### config.mk
export PLATFORM = sky130hd
export DESIGN_NAME = instr_fetch_unit
export DESIGN_NICKNAME = d
export VERILOG_FILES = /design/src/rtl/instr_fetch_unit.sv
export SDC_FILE = /design/constraint.sdc
export NUM_CORES = 1
export LEC_CHECK = 0
export CORE_MARGIN = 4
export CORE_UTILIZATION = 55
export DETAILED_ROUTE_END_ITERATION = 8
export MAX_ROUTING_LAYER = met4
export PLACE_DENSITY = 0.83
export SLEW_MARGIN = 40
export SYNTH_ARGS = -nofsm -noshare
export SYNTH_HDL_FRONTEND = slang
export SYNTH_SLANG_ARGS = --single-unit
### constraint.sdc
create_clock -name clk -period 11.5 [get_ports clk]
set_input_delay 1.15 -clock clk [delete_from_list [all_inputs] [get_ports clk]]
set_output_delay 1.15 -clock clk [all_outputs]
set_load 0.01 [all_outputs]
### src/rtl/instr_fetch_unit.sv
// Instruction fetch stage: PC, req/ack fetch from instruction memory, one-entry
// skid buffer for decode back-pressure, and an IF/ID register feeding decode.
module instr_fetch_unit #(
  parameter logic [31:0] RESET_PC = 32'h0000_0000
) (
  input  logic        clk,
  input  logic        rst,
  output logic        imem_req,
  output logic [31:0] imem_addr,
  input  logic        imem_ack,
  input  logic [31:0] imem_rdata,
  input  logic        stall,
  input  logic        redirect,
  input  logic [31:0] redirect_pc,
  output logic        if_valid,
  output logic [31:0] if_instr,
  output logic [31:0] if_pc_plus4,
  output logic [5:0]  opcode
);

  typedef enum logic [1:0] {
    IDLE  = 2'd0,
    FETCH = 2'd1,
    FULL  = 2'd2
  } state_t;

  state_t      state, state_n;
  logic [31:0] pc, pc_n;
  logic        valid_n;
  logic [31:0] instr_n, pc4_n;
  logic [31:0] skid_instr, skid_instr_n;
  logic [31:0] skid_pc4, skid_pc4_n;
  logic        kill, kill_n;
  logic [31:0] pend_pc, pend_pc_n;

  logic        if_free;
  logic        got_ack;
  logic [31:0] pc_plus4;
  logic [31:0] target;

  // Handshake: imem_req stays high with imem_addr frozen at pc from the first
  // cycle of a fetch until the cycle imem_ack is seen; ack with req low is ignored.
  assign imem_req  = (state == FETCH);
  assign imem_addr = pc;
  assign opcode    = if_instr[31:26];

  assign if_free  = !if_valid || !stall;
  assign got_ack  = imem_ack && (state == FETCH);
  assign pc_plus4 = pc + 32'd4;
  assign target   = {redirect_pc[31:2], 2'b00};

  always_comb begin
    state_n      = state;
    pc_n         = pc;
    valid_n      = if_valid;
    instr_n      = if_instr;
    pc4_n        = if_pc_plus4;
    skid_instr_n = skid_instr;
    skid_pc4_n   = skid_pc4;
    kill_n       = kill;
    pend_pc_n    = pend_pc;

    // Decode takes the current entry; a load below may refill it.
    if (!stall) valid_n = 1'b0;

    case (state)
      IDLE: state_n = FETCH;
      FETCH: begin
        if (got_ack) begin
          if (kill) begin
            pc_n   = pend_pc;
            kill_n = 1'b0;
          end else if (if_free) begin
            instr_n = imem_rdata;
            pc4_n   = pc_plus4;
            valid_n = 1'b1;
            pc_n    = pc_plus4;
          end else begin
            skid_instr_n = imem_rdata;
            skid_pc4_n   = pc_plus4;
            pc_n         = pc_plus4;
            state_n      = FULL;
          end
        end
      end
      FULL: begin
        if (!stall) begin
          instr_n = skid_instr;
          pc4_n   = skid_pc4;
          valid_n = 1'b1;
          state_n = FETCH;
        end
      end
      default: state_n = IDLE;
    endcase

    // Redirect wins over everything; an in-flight request must still complete,
    // so its target is parked in pend_pc and the returning word is dropped.
    if (redirect) begin
      valid_n      = 1'b0;
      instr_n      = if_instr;
      pc4_n        = if_pc_plus4;
      skid_instr_n = 32'd0;
      skid_pc4_n   = 32'd0;
      if (state == FETCH && !got_ack) begin
        kill_n    = 1'b1;
        pend_pc_n = target;
        pc_n      = pc;
        state_n   = FETCH;
      end else begin
        pc_n    = target;
        kill_n  = 1'b0;
        state_n = FETCH;
      end
    end
  end

  always_ff @(posedge clk or posedge rst) begin
    if (rst) begin
      state       <= IDLE;
      pc          <= RESET_PC;
      if_valid    <= 1'b0;
      if_instr    <= 32'd0;
      if_pc_plus4 <= 32'd0;
      skid_instr  <= 32'd0;
      skid_pc4    <= 32'd0;
      kill        <= 1'b0;
      pend_pc     <= 32'd0;
    end else begin
      state       <= state_n;
      pc          <= pc_n;
      if_valid    <= valid_n;
      if_instr    <= instr_n;
      if_pc_plus4 <= pc4_n;
      skid_instr  <= skid_instr_n;
      skid_pc4    <= skid_pc4_n;
      kill        <= kill_n;
      pend_pc     <= pend_pc_n;
    end
  end

endmodule

* After elaboration in Yosys (flattened, before gate mapping)
Index checks and enable logic that the tools add are counted.
** Word-level totals
- Register bits after elaboration :: 194
- Output and inout port bits :: 104
- Logic and storage cells :: 82
** Operators by class
- Add/subtract/negate cells :: 1
- Equal/unequal tests :: 13
- Muxes and demuxes :: 42
- Bitwise gates (word level) :: 1
- Reductions and logical operators :: 16
** Operators with widths (count)
- $mux 32 :: 23
- $pmux 32 s2 :: 2
- $add 32x3->32 const B :: 1
- $mux 1 :: 10
- $mux 2 :: 5
- $ne 2x2->1 const B :: 5
- $ne 3x3->1 const B :: 3
- $reduce_and 4->1 :: 2
- $pmux 2 s3 :: 1
- $reduce_and 6->1 :: 1
- $reduce_bool 2->1 :: 3
- $ne 2x1->1 const B :: 2
- $reduce_and 2->1 :: 2
- $logic_not 1->1 :: 3
- $ne 3x1->1 const B :: 1
- $reduce_and 3->1 :: 1
- $eq 2x1->1 const B :: 1
- $eq 2x2->1 const B :: 1
- $logic_and 1x1->1 :: 2
- $logic_not 2->1 :: 1
- $pmux 1 s2 :: 1
- $logic_or 1x1->1 :: 1
- $not 1->1 :: 1

* Logic depth before layout (Yosys ltp)
Gate-level depths: netlist (run 1).
- Depth after elaboration :: 7
- Depth in mapped cells :: 9
- Mapped depth without buffers :: 7

* Least setup slack after synthesis (run 1)
No wires, ideal clock.
- Kind :: input -> register
- Start point :: input port stall
- End point :: register skid_instr[10]
- Library setup time :: 78 ps
- Data arrival time :: 2385 ps
- Required time :: 11422 ps
- Setup slack :: 9037 ps
- Cell stages on the path :: 7
- Buffers on the path :: 3
- Path through :: and2_1 and3_1 clkbuf_1 clkbuf_1 clkbuf_1 nand2_1 a21oi_1
** On the way
- Longest elaborated chain between the ends :: 4
** RTL lines
- start: declaration :: RTL line 12 : input logic stall,
- $logic_not 1->1
- $logic_or 1x1->1 :: RTL line 47 : assign if_free = !if_valid || !stall;
- $ne 2x2->1 (no source line)
- $reduce_and 4->1 (no source line)
- end signal: assignment :: RTL line 135 : skid_instr <= skid_instr_n;
- end: declaration :: RTL line 31 : logic [31:0] skid_instr, skid_instr_n;
No other way between the ends.
A chain may end at the register's enable or synchronous reset.

* Worst setup path after layout (run 1)
- Start point :: register state[1]
- End point :: output port imem_req
** On the way
- Longest elaborated chain between the ends :: 1
** RTL lines
- start: declaration :: RTL line 27 : state_t state, state_n;
- start signal: assignment :: RTL line 130 : state <= state_n;
- $eq 2x1->1 :: RTL line 43 : assign imem_req = (state == FETCH);
- end: declaration :: RTL line 8 : output logic imem_req,
No other way between the ends.

==> results of run 1 <==
[how the worst min path moves through the flow]
stage / startpoint / to / slack (ps) / depth (start not counted)
3_3_place_gp: if_instr[16] / if_instr[16] / 460 / 2
2_1_floorplan: skid_pc4[1] / if_pc_plus4[1] / 460 / 2
4_1_cts: if_instr[25] / if_instr[25] / 480 / 2
3_5_place_dp: if_pc_plus4[6] / if_pc_plus4[6] / 470 / 2
5_1_grt: if_instr[5] / if_instr[5] / 500 / 2
6_report: if_instr[25] / if_instr[25] / 480 / 2
[final cells by class]
class	instances	area [um^2]	area share (%)
Multi-Input combinational cell	704	4189	36.04
Timing Repair Buffer	176	1754	15.09
Clock buffer	17	425.4	3.660
Inverter	14	65.06	0.5597
Tap cell	220	275.3	2.368
Clock inverter	14	160.2	1.378
Sequential cell	190	4755	40.90
[sequential cells by signal (all words and copies together) (netlist names)]
| register | cells |
|---|---|
| if_instr | 32 |
| skid_instr | 32 |
| if_pc_plus4 | 31 |
| skid_pc4 | 31 |
| imem_addr | 30 |
| pend_pc | 30 |
| state | 2 |
| if_valid | 1 |
| kill | 1 |
[metrics by stage]
step           setup slack, ps  utilization (%)
4_1_cts                   8269            69.99
3_5_place_dp              7790            66.46
2_1_floorplan             5180                -
3_3_place_gp              7939            66.40
5_1_grt                   8225            70.09
6_report                  8288            70.09
[worst reg2reg max path, stage by stage, from the launching register on]
cell and delay [ps]:
dfrtp_1 560, ha_1 300, and4_1 340, nand3_1 470, nor4_2 840, nor4b_1 130
a311o_1 350
[routing by layer]
layer / vias up / share of wire, % / wire length, um
li1: 3703 / - / -
met1: 3841 / 44 / 10840
met2: 311 / 46 / 11440
met3: 56 / 7.1 / 1736
met4: 0 / 2.4 / 597
met5: - / 0 / 0
[cell usage after synthesis (7+ instances only)]
| master | number | share of area [%] |
|---|---|---|
| clkbuf_1 | 56 | 2.3 |
| nor2_1 | 78 | 3.1 |
| a211oi_1 | 19 | 1.5 |
| o221ai_1 | 7 | 0.66 |
| nand3_1 | 19 | 1.0 |
| nor4_1 | 9 | 0.60 |
| buf_2 | 7 | 0.38 |
| nand2_1 | 149 | 6.0 |
| mux2_2 | 31 | 3.7 |
| o21ai_0 | 101 | 5.4 |
| inv_1 | 14 | 0.56 |
| and3_1 | 27 | 1.8 |
| xnor2_1 | 13 | 1.2 |
| mux2i_1 | 40 | 4.3 |
| nor3_1 | 32 | 1.7 |
| dfrtp_1 | 190 | 51 |
| buf_1 | 12 | 0.48 |
| or3_1 | 11 | 0.74 |
| xor2_1 | 7 | 0.66 |
| o31a_1 | 7 | 0.66 |
| a31oi_1 | 13 | 0.87 |
| a21oi_1 | 73 | 3.9 |
| buf_4 | 10 | 0.81 |
[power by group through the flow]
stage                     clock, mW  sequential, mW  combinational (mW)
after floorplan                   0            1.09               0.471
after global placement            0            1.06               0.989
after detailed placement          0            1.07                1.02
after CTS                     0.601            1.06                1.02
after global routing          0.626            1.09                1.11
final                         0.590            1.06                1.02
[kinds of logic (layout without fill, tap and decap cells)]
logic type,after synthesis,after routing,synth area share (%)
xor+xnor,20,20,1.881
other cells,1,2,0.04027
mux,71,71,8.048
flops,190,190,51.05
fa+ha+maj,5,5,0.6718
buf+inv,99,221,4.487
compound gates,246,246,15.57
simple gates,360,360,18.25
==> out/results.tsv, run 1 <==
stage	metric	value	unit
yosys	synthesis.instances	992	
setup_path	crit_family	buffers and inverters	
floorplanning	rows	47	
cells_and_area	num_antenna_cells	0	
setup_path	ff2ff_setup_slack	8390	ps
pwr	p_seq_share	39.8	%
cts	numCtsBuffers	17	
floorplanning	die_w	138.1	um
global_routing	globalRouteMet1Util	36.03	%
yosys	synthesis.area	0.009313	mm^2
cts	cts-resized-gates	0	
setup_path	crit_chain	inv_1 -> ha_1 -> clkdlybuf4s50_1	
global_routing	grtUsageTotal	26.82	%
run_status	status	finished, final reports clean	
yosys	synth.ff_latch_count	190	
setup_path	crit_path_end_kind	output port	
global_routing	met3_usage	6.250	%
yosys	yosysSeqAreaShare	51.05	%
drt	drt_wl_total	24610	um
yosys	yosysWarnings	0	
sta	tightest_slew	878.5	ps
setup_path	r2r-start	imem_addr[2]	
drt	drt_iter0_drc	642	
pwr	power	2.670	mW
cells_and_area	fin_nets	1177	
global_routing	gr-total-overflow	0	
sta	max_slew_margin	41.22	%
cts	h-tree-depth	4	
setup_path	critPathCapture	imem_req	
setup_path	worstPathMaxFanout	11	
cells_and_area	final_cell_mix	dfrtp_1, clkdlybuf4s50_1, nand2_1	
setup_path	crit_start	state[1]	
sta	fin_tns_setup	0	ps
drt	viasPerCell	5.926	
floorplanning	core_area	0.01658	mm^2
pwr	leakage	4.749	nW
global_routing	antenna_found_initial	0	
yosys	ys.flop_type	dfrtp_1	
pwr	p_comb_share	38.1	%
setup_path	start_kind	flip-flop	
cells_and_area	layout.cells.non_filler	1335	
global_routing	grt-busiest-layer	met2	
yosys	async_flop_share	100.0	%
place	port_buffers	168	
pwr	clkPwrFrac	22.1	%
setup_path	cpMaxStageDelayCell	clkdlybuf4s50_1	
drt	vias	7911	
cts	root_buffer	clkbuf_16	
hold_path	holdCritPathClass	flip-flop to flip-flop	
pwr	p_switching	962.1	uW
setup_path	r2r_cells	6	
drt	wl_per_cell	18.44	um
setup_path	cp.depth	3	
cells_and_area	layout_commonest_cell	dfrtp_1	
pwr	p_int	1.708	mW
pwr	peakVddDrop	0.1321	mV
sta	rsz0062_at_grt	false	
cells_and_area	fillers	1258	
pwr	powerDensity	229.7	mW/mm^2
setup_path	r2r_end	skid_pc4[28]	
sta	fmax	311.3	MHz
global_routing	met2_usage	40.36	%
setup_path	max_stage_delay	630	ps
pwr	swShare	36.03	%
drt	drc	0	
yosys	syn_avg_cell_area	9.388	um^2
drt	drtPass1Iterations	4	
place	place_congestion	0.8735	
place	place_area	0.01102	mm^2
sta	period_share	27.93	%
global_routing	grt_pass1_wl	40830	um
drt	antenna_left	0	
sta	hold_viol_final	0	
cts	cts_tree	done	
cts	clockBufferDepth	2	
sta	fin_skew	7.521	ps
place	dp_cells	1304	
yosys	synth.distinct_cells	52	
yosys	synth_edf_count	0	
floorplanning	boundaryPins	173	
setup_path	crit_required	10350	ps
setup_path	worst-path-buf-inv	2	
sta	hold_slack	477.9	ps
setup_path	worst_ep_arrival_time	2060	ps
cells_and_area	drive_gt1_share	7.982	%
sta	min_period	3212	ps
job	drv_cap	0	
sta	slew_violations	0	
place	hpwlAfterDp	16140	um
floorplanning	initial_core_util	56.16	%
cts	clk_pin_slew	70	ps
cts	holdBufCountCts	0	
global_routing	grt_max_degree	115	
cells_and_area	syn_to_final_growth	24.81	%
floorplanning	die_y	138.1	um
floorplanning	dieArea	0.01908	mm^2
global_routing	grt_pass1_vias	7956	
setup_path	path_class	flip-flop to output port	
sta	setup_viol	0	
cts	cts_setup_buffers	0	
cells_and_area	final_area	0.01162	mm^2
cts	cts_sinks	190	
cts	insertion_delay	440	ps
Power figures use the tool's default switching activity.
==> run 2: changes to the inputs <==
Settings changed: CORE_UTILIZATION 55 to 48, PLACE_DENSITY 0.83 to 0.77.
Clock period 11.5 ns to 2.9 ns, I/O delays scaled along.
==> run 2 against run 1 <==
  * Worst hold slack got worse by 320 ps
  * Critical endpoint is now if_pc_plus4[20]
  * Clock skew increased by 3.7 ps
  * Global-route usage decreased by 3.1 points
  * First-iteration DRC count increased by 1.4%
==> out/results.tsv, run 2 (synthesis gave the netlist of run 1 again) <==
stage	metric	value	unit	change
cells_and_area	fillers	1590		+26%
cts	cts_setup_buffers	0		unchanged
sta	fin_skew	11.19	ps	+3.666 ps
setup_path	worstPathMaxFanout	14		+3
floorplanning	initial_core_util	49.29	%	-6.9 points
setup_path	crit_path_end_kind	flip-flop		
sta	max_slew_margin	50.93	%	+9.7 points
cells_and_area	layout_commonest_cell	dfrtp_1		
floorplanning	die_y	147.3	um	+6.6%
cts	h-tree-depth	4		unchanged
job	drv_cap	0		unchanged
setup_path	max_stage_delay	440	ps	-190 ps
drt	drtPass1Iterations	7		+3
drt	wl_per_cell	17.95	um	-2.6%
cells_and_area	final_cell_mix	dfrtp_1, clkdlybuf4s50_1, nand2_1		
setup_path	start_kind	flip-flop		
sta	fin_tns_setup	0	ps	unchanged
pwr	peakVddDrop	0.4851	mV	+270%
floorplanning	core_area	0.01889	mm^2	+14%
cts	holdBufCountCts	0		unchanged
run_status	status	finished, final reports clean		
cells_and_area	drive_gt1_share	9.027	%	+1.0 points
cts	root_buffer	clkbuf_16		
cells_and_area	fin_nets	1191		+1.2%
cells_and_area	syn_to_final_growth	26.95	%	
sta	hold_viol_final	0		unchanged
sta	rsz0062_at_grt	false		
global_routing	grt_pass1_vias	7550		-5.1%
setup_path	ff2ff_setup_slack	430	ps	-7960 ps
cells_and_area	register_area	0.004755	mm^2	unchanged
drt	vias	7893		-0.23%
setup_path	crit_family	simple AND/OR/NAND/NOR gates		
cells_and_area	num_antenna_cells	0		unchanged
global_routing	gr-total-overflow	0		unchanged
place	port_buffers	168		unchanged
global_routing	grtUsageTotal	23.73	%	-3.1 points
setup_path	path_class	flip-flop to flip-flop		
floorplanning	boundaryPins	173		unchanged
floorplanning	die_w	147.3	um	+6.6%
cts	clockBufferDepth	2		unchanged
drt	viasPerCell	5.678		-4.2%
setup_path	worst-path-buf-inv	1		-1
floorplanning	dieArea	0.02169	mm^2	+14%
sta	slew_violations	0		unchanged
sta	period_share	85.10	%	
place	hpwlAfterDp	16720	um	+3.6%
global_routing	antenna_found_initial	0		unchanged
cts	numCtsBuffers	17		unchanged
place	place_congestion	0.8519		-2.5%
setup_path	worst_ep_arrival_time	2780	ps	+720 ps
drt	drt_wl_total	24960	um	+1.4%
drt	drc	0		unchanged
global_routing	grt_pass1_wl	40280	um	-1.4%
pwr	powerDensity	902.1	mW/mm^2	+290%
cts	cts_tree	done		
pwr	leakage	4.838	nW	+1.9%
cts	insertion_delay	440	ps	about the same
sta	tightest_slew	735.3	ps	-143.2 ps
cts	cts_sinks	190		unchanged
cells_and_area	largest_registers	if_instr (32), skid_instr (32)		
sta	fmax	405.2	MHz	
cells_and_area	multi_input_area	0.004182	mm^2	-0.18%
drt	drt_iter0_drc	651		+1.4%
sta	min_period	2468	ps	
setup_path	cpMaxStageDelayCell	dfrtp_1		
sta	setup_viol	0		unchanged
pwr	power	10.66	mW	+300%
cts	cts-resized-gates	0		unchanged
setup_path	crit_required	3220	ps	-7130 ps
drt	antenna_left	0		unchanged
cts	clk_pin_slew	70	ps	about the same
floorplanning	rows	50		+6.4%
global_routing	grt_max_degree	79		-31%
hold_path	holdCritPathClass	primary input to asynchronous set/reset pin		
setup_path	crit_chain	inv_1 -> ha_1 -> and3b_1 -> o221a_2 -> nand2_1 -> a211oi_1 -> nor3_1		
==> run 2: path summary, 6_finish.rpt <==
path                       depth (start not counted)      startpoint         endpoint
max                                                7        state[1]  if_pc_plus4[20]
min                                                2             rst  if_pc_plus4[23]
max reg2reg                                        7        state[1]  if_pc_plus4[20]
min reg2reg                                        2  if_pc_plus4[4]   if_pc_plus4[4]
max in group asynchronous                          3             rst      if_instr[9]
min in group clk                                   2        redirect     skid_pc4[31]
==> run 2: final cells by class <==
cell class	instances	share of cell area (%)
flip-flops and latches	190	40.22
multi-input cells	704	35.37
repair buffers	190	16.13
clock buffers	17	3.598
well taps	260	2.752
clock inverters	15	1.460
inverters	14	0.4762
==> run 2: per-layer routing <==
| layer | vias to the layer above | GRT usage (%) | share of wire (%) |
|---|---|---|---|
| met5 | - | - | 0 |
| met4 | 0 | 7.596 | 2.1 |
| li1 | 3734 | - | - |
| met3 | 37 | 5.460 | 7.7 |
| met2 | 301 | 34.82 | 46 |
| met1 | 3821 | 32.96 | 45 |
==> run 2: per-stage QoR <==
stage | utilization [%] | cell area [um^2] | cells | hold WS [ps] | setup WS, ps
3_3_place_gp | 59.40 | 11220 | 1358 | 459.4 | 546.8
4_1_cts | 62.58 | 11820 | 1390 | 157.0 | 419.8
3_5_place_dp | 59.41 | 11220 | 1358 | 469.1 | 463.6
5_1_grt | 62.58 | 11820 | 1390 | 169.5 | 234.3
2_1_floorplan | - | 9320 | 993 | 420.7 | 161.5
6_report | 62.58 | 11820 | 1390 | 157.0 | 432.1
==> run 2: worst reg2reg max path, cell delays in order, from the launching register on <==
cell	delay (ps)
dfrtp_1	440
inv_1	110
ha_1	430
and3b_1	330
o221a_2	410
nand2_1	280
a211oi_1	280
nor3_1	80
==> run 2: power breakdown <==
part | switching, mW | internal [mW] | leakage [nW]
clock | 1.13 | 1.24 | 0.289
sequential | 0.750 | 3.47 | 2.41
combinational | 2.02 | 2.06 | 2.14
total | 3.90 | 6.76 | 4.84
==> run 3: changes to the inputs <==
Settings changed: CORE_MARGIN 4 to 2, SKIP_CTS_REPAIR_TIMING set to 1.
==> run 3 against run 2 <==
  * Clock skew decreased by 1.9 ps
  * First-iteration DRC count is 3.4% lower
  * Design area rose by 0.29%
  * Register-to-register slack got worse by 60 ps
  * Wire length shrank 0.62%
  * Flip-flop and latch count stayed put
  * Largest power group unchanged
  * Setup slack worse by 58 ps
  * Cell count unchanged
==> out/results.tsv, run 3 (synthesis gave the netlist of run 1 again) <==
stage	metric	value	unit	change
run_status	status	finished, final reports clean		
drt	drc	0		unchanged
drt	highest_layer	met4		
global_routing	grt_max_degree	94		+19%
cts	cts_sinks	190		unchanged
hold_path	holdCritPathClass	primary input to flip-flop		
pwr	peakVddDrop	0.5300	mV	+9.2%
place	place_area	0.01122	mm^2	unchanged
floorplanning	dieArea	0.02053	mm^2	-5.4%
sta	max_slew_margin	50.91	%	about the same
cts	h-tree-depth	4		unchanged
setup_path	crit_required	3210	ps	about the same
setup_path	max_stage_delay	440	ps	about the same
cts	root_buffer	clkbuf_16		
sta	tightest_slew	736.3	ps	+1.089 ps
global_routing	antenna_found_initial	0		unchanged
hold_path	holdPathEnd	skid_pc4[31]		
pwr	leakage	4.861	nW	+0.48%
sta	period_share	87.11	%	+2.0 points
drt	met2_length	11540	um	+1.5%
floorplanning	rows	50		unchanged
setup_path	crit_path_end_kind	flip-flop		
cells_and_area	final_area	0.01186	mm^2	+0.29%
cells_and_area	final_cell_mix	dfrtp_1, clkdlybuf4s50_1, nand2_1		
setup_path	ff2ff_setup_slack	370	ps	-60 ps
setup_path	r2r_end	if_pc_plus4[20]		
cts	insertion_delay	440	ps	about the same
cells_and_area	fin_nets	1191		unchanged
drt	drtPass1Iterations	5		-2
drt	vias	7896		+0.038%
sta	min_period	2526	ps	+58.40 ps
drt	drt_iter0_drc	629		-3.4%
sta	rsz0062_at_grt	false		
setup_path	start_kind	flip-flop		
place	port_buffers	168		unchanged
sta	fin_skew	9.257	ps	-1.929 ps
global_routing	gr-total-overflow	0		unchanged
cts	cts_tree	done		
place	place_congestion	0.8791		+3.2%
floorplanning	boundaryPins	173		unchanged
drt	wl_per_cell	17.84	um	-0.62%
global_routing	grt_pass1_vias	7487		-0.83%
setup_path	cpMaxStageDelayCell	dfrtp_1		
sta	fmax	395.8	MHz	-2.3%
setup_path	r2r-start	state[1]		
drt	antenna_left	0		unchanged
job	drv_cap	0		unchanged
sta	setup_viol	0		unchanged
hold_path	hp-start	redirect		
drt	wl_met1	11150	um	about the same
setup_path	path_class	flip-flop to flip-flop		
pwr	powerDensity	911.3	mW/mm^2	+1.0%
floorplanning	core_area	0.01889	mm^2	unchanged
setup_path	crit_chain	inv_1 -> ha_1 -> and3b_1 -> o221a_2 -> nand2_1 -> a211oi_1 -> nor3_1		
global_routing	grt_pass1_wl	39820	um	-1.1%
floorplanning	die_w	143.3	um	-2.7%
sta	fin_tns_setup	0	ps	unchanged
pwr	power	10.80	mW	+1.3%
place	hpwlAfterDp	16570	um	-0.95%
cells_and_area	drive_gt1_share	9.027	%	unchanged
floorplanning	die_y	143.3	um	-2.7%
drt	drt_wl_total	24800	um	-0.62%
cells_and_area	num_antenna_cells	0		unchanged
sta	hold_slack	71.03	ps	-86.02 ps
cells_and_area	layout_commonest_cell	dfrtp_1		
hold_path	holdPathStages	2		
cells_and_area	largest_registers	if_instr (32), skid_instr (32)		
drt	viasPerCell	5.681		about the same
setup_path	r2r_cells	7		unchanged
cts	numCtsBuffers	17		unchanged
setup_path	worst_ep_arrival_time	2840	ps	+60 ps
sta	hold_viol_final	0		unchanged
cts	clk_pin_slew	70	ps	about the same
sta	slew_violations	0		unchanged
floorplanning	initial_core_util	49.29	%	unchanged
drt	met3_length	1755	um	-8.9%
global_routing	grtUsageTotal	25.48	%	+1.8 points
cts	clockBufferDepth	2		unchanged
cells_and_area	syn_to_final_growth	27.31	%	
setup_path	worstPathMaxFanout	15		+1
[run 3: cell types whose count changed in the layout (fill, tap and decap cells not counted)]
cell	previous run	this run
inv_8	6	3
clkinv_8	1	0
bufinv_16	1	3
inv_6	3	5
clkbuf_8	0	1
clkinvlp_4	3	2
[run 3: report_power, final]
group	switching (mW)	total, mW	internal (mW)
Clock	1.10	2.52	1.42
Sequential	0.772	4.24	3.47
Combinational	2.00	4.05	2.05
Total	3.87	10.8	6.93
[run 3: cell type report]
cell class / instances / area (um^2)
Clock buffer: 18 / 439.2
Clock inverter: 14 / 192.7
Fill cell: 1590 / 7037
Inverter: 14 / 56.30
Multi-Input combinational cell: 704 / 4182
Sequential cell: 190 / 4755
Tap cell: 260 / 325.3
Timing Repair Buffer: 190 / 1907
[run 3: critical path: cells and delay by family, from the launching register on]
family                     cells  cell delay, ps
AOI/OAI and AO/OA              2             760
buffers and inverters          1             100
and+or+nand+nor                3             700
DFF                            1             440
adders and majority gates      1             400
[run 3: metal layers]
metal	up-vias	global-route usage, %
met1	3847	35.81
li1	3740	-
met5	-	-
met3	24	4.565
met4	0	7.276
met2	285	38.30
[run 3: how the worst max path moves through the flow]
stage	end	slack [ps]	start
floorplan	if_instr[0]	160	rst
global placement	if_pc_plus4[20]	530	state[1]
detailed placement	if_pc_plus4[20]	460	state[1]
CTS	if_pc_plus4[20]	430	state[1]
global route	if_pc_plus4[20]	210	state[1]
finish	if_pc_plus4[20]	370	state[1]
[run 3: metrics by stage]
| step | instances | utilization, % | worst slack [ps] |
|---|---|---|---|
| 3_5_place_dp | 1358 | 59.41 | 457.9 |
| 4_1_cts | 1390 | 62.76 | 428.5 |
| 6_report | 1390 | 62.76 | 373.7 |
| 2_1_floorplan | 993 | - | 161.5 |
| 3_3_place_gp | 1358 | 59.40 | 529.4 |
| 5_1_grt | 1390 | 62.76 | 209.4 |
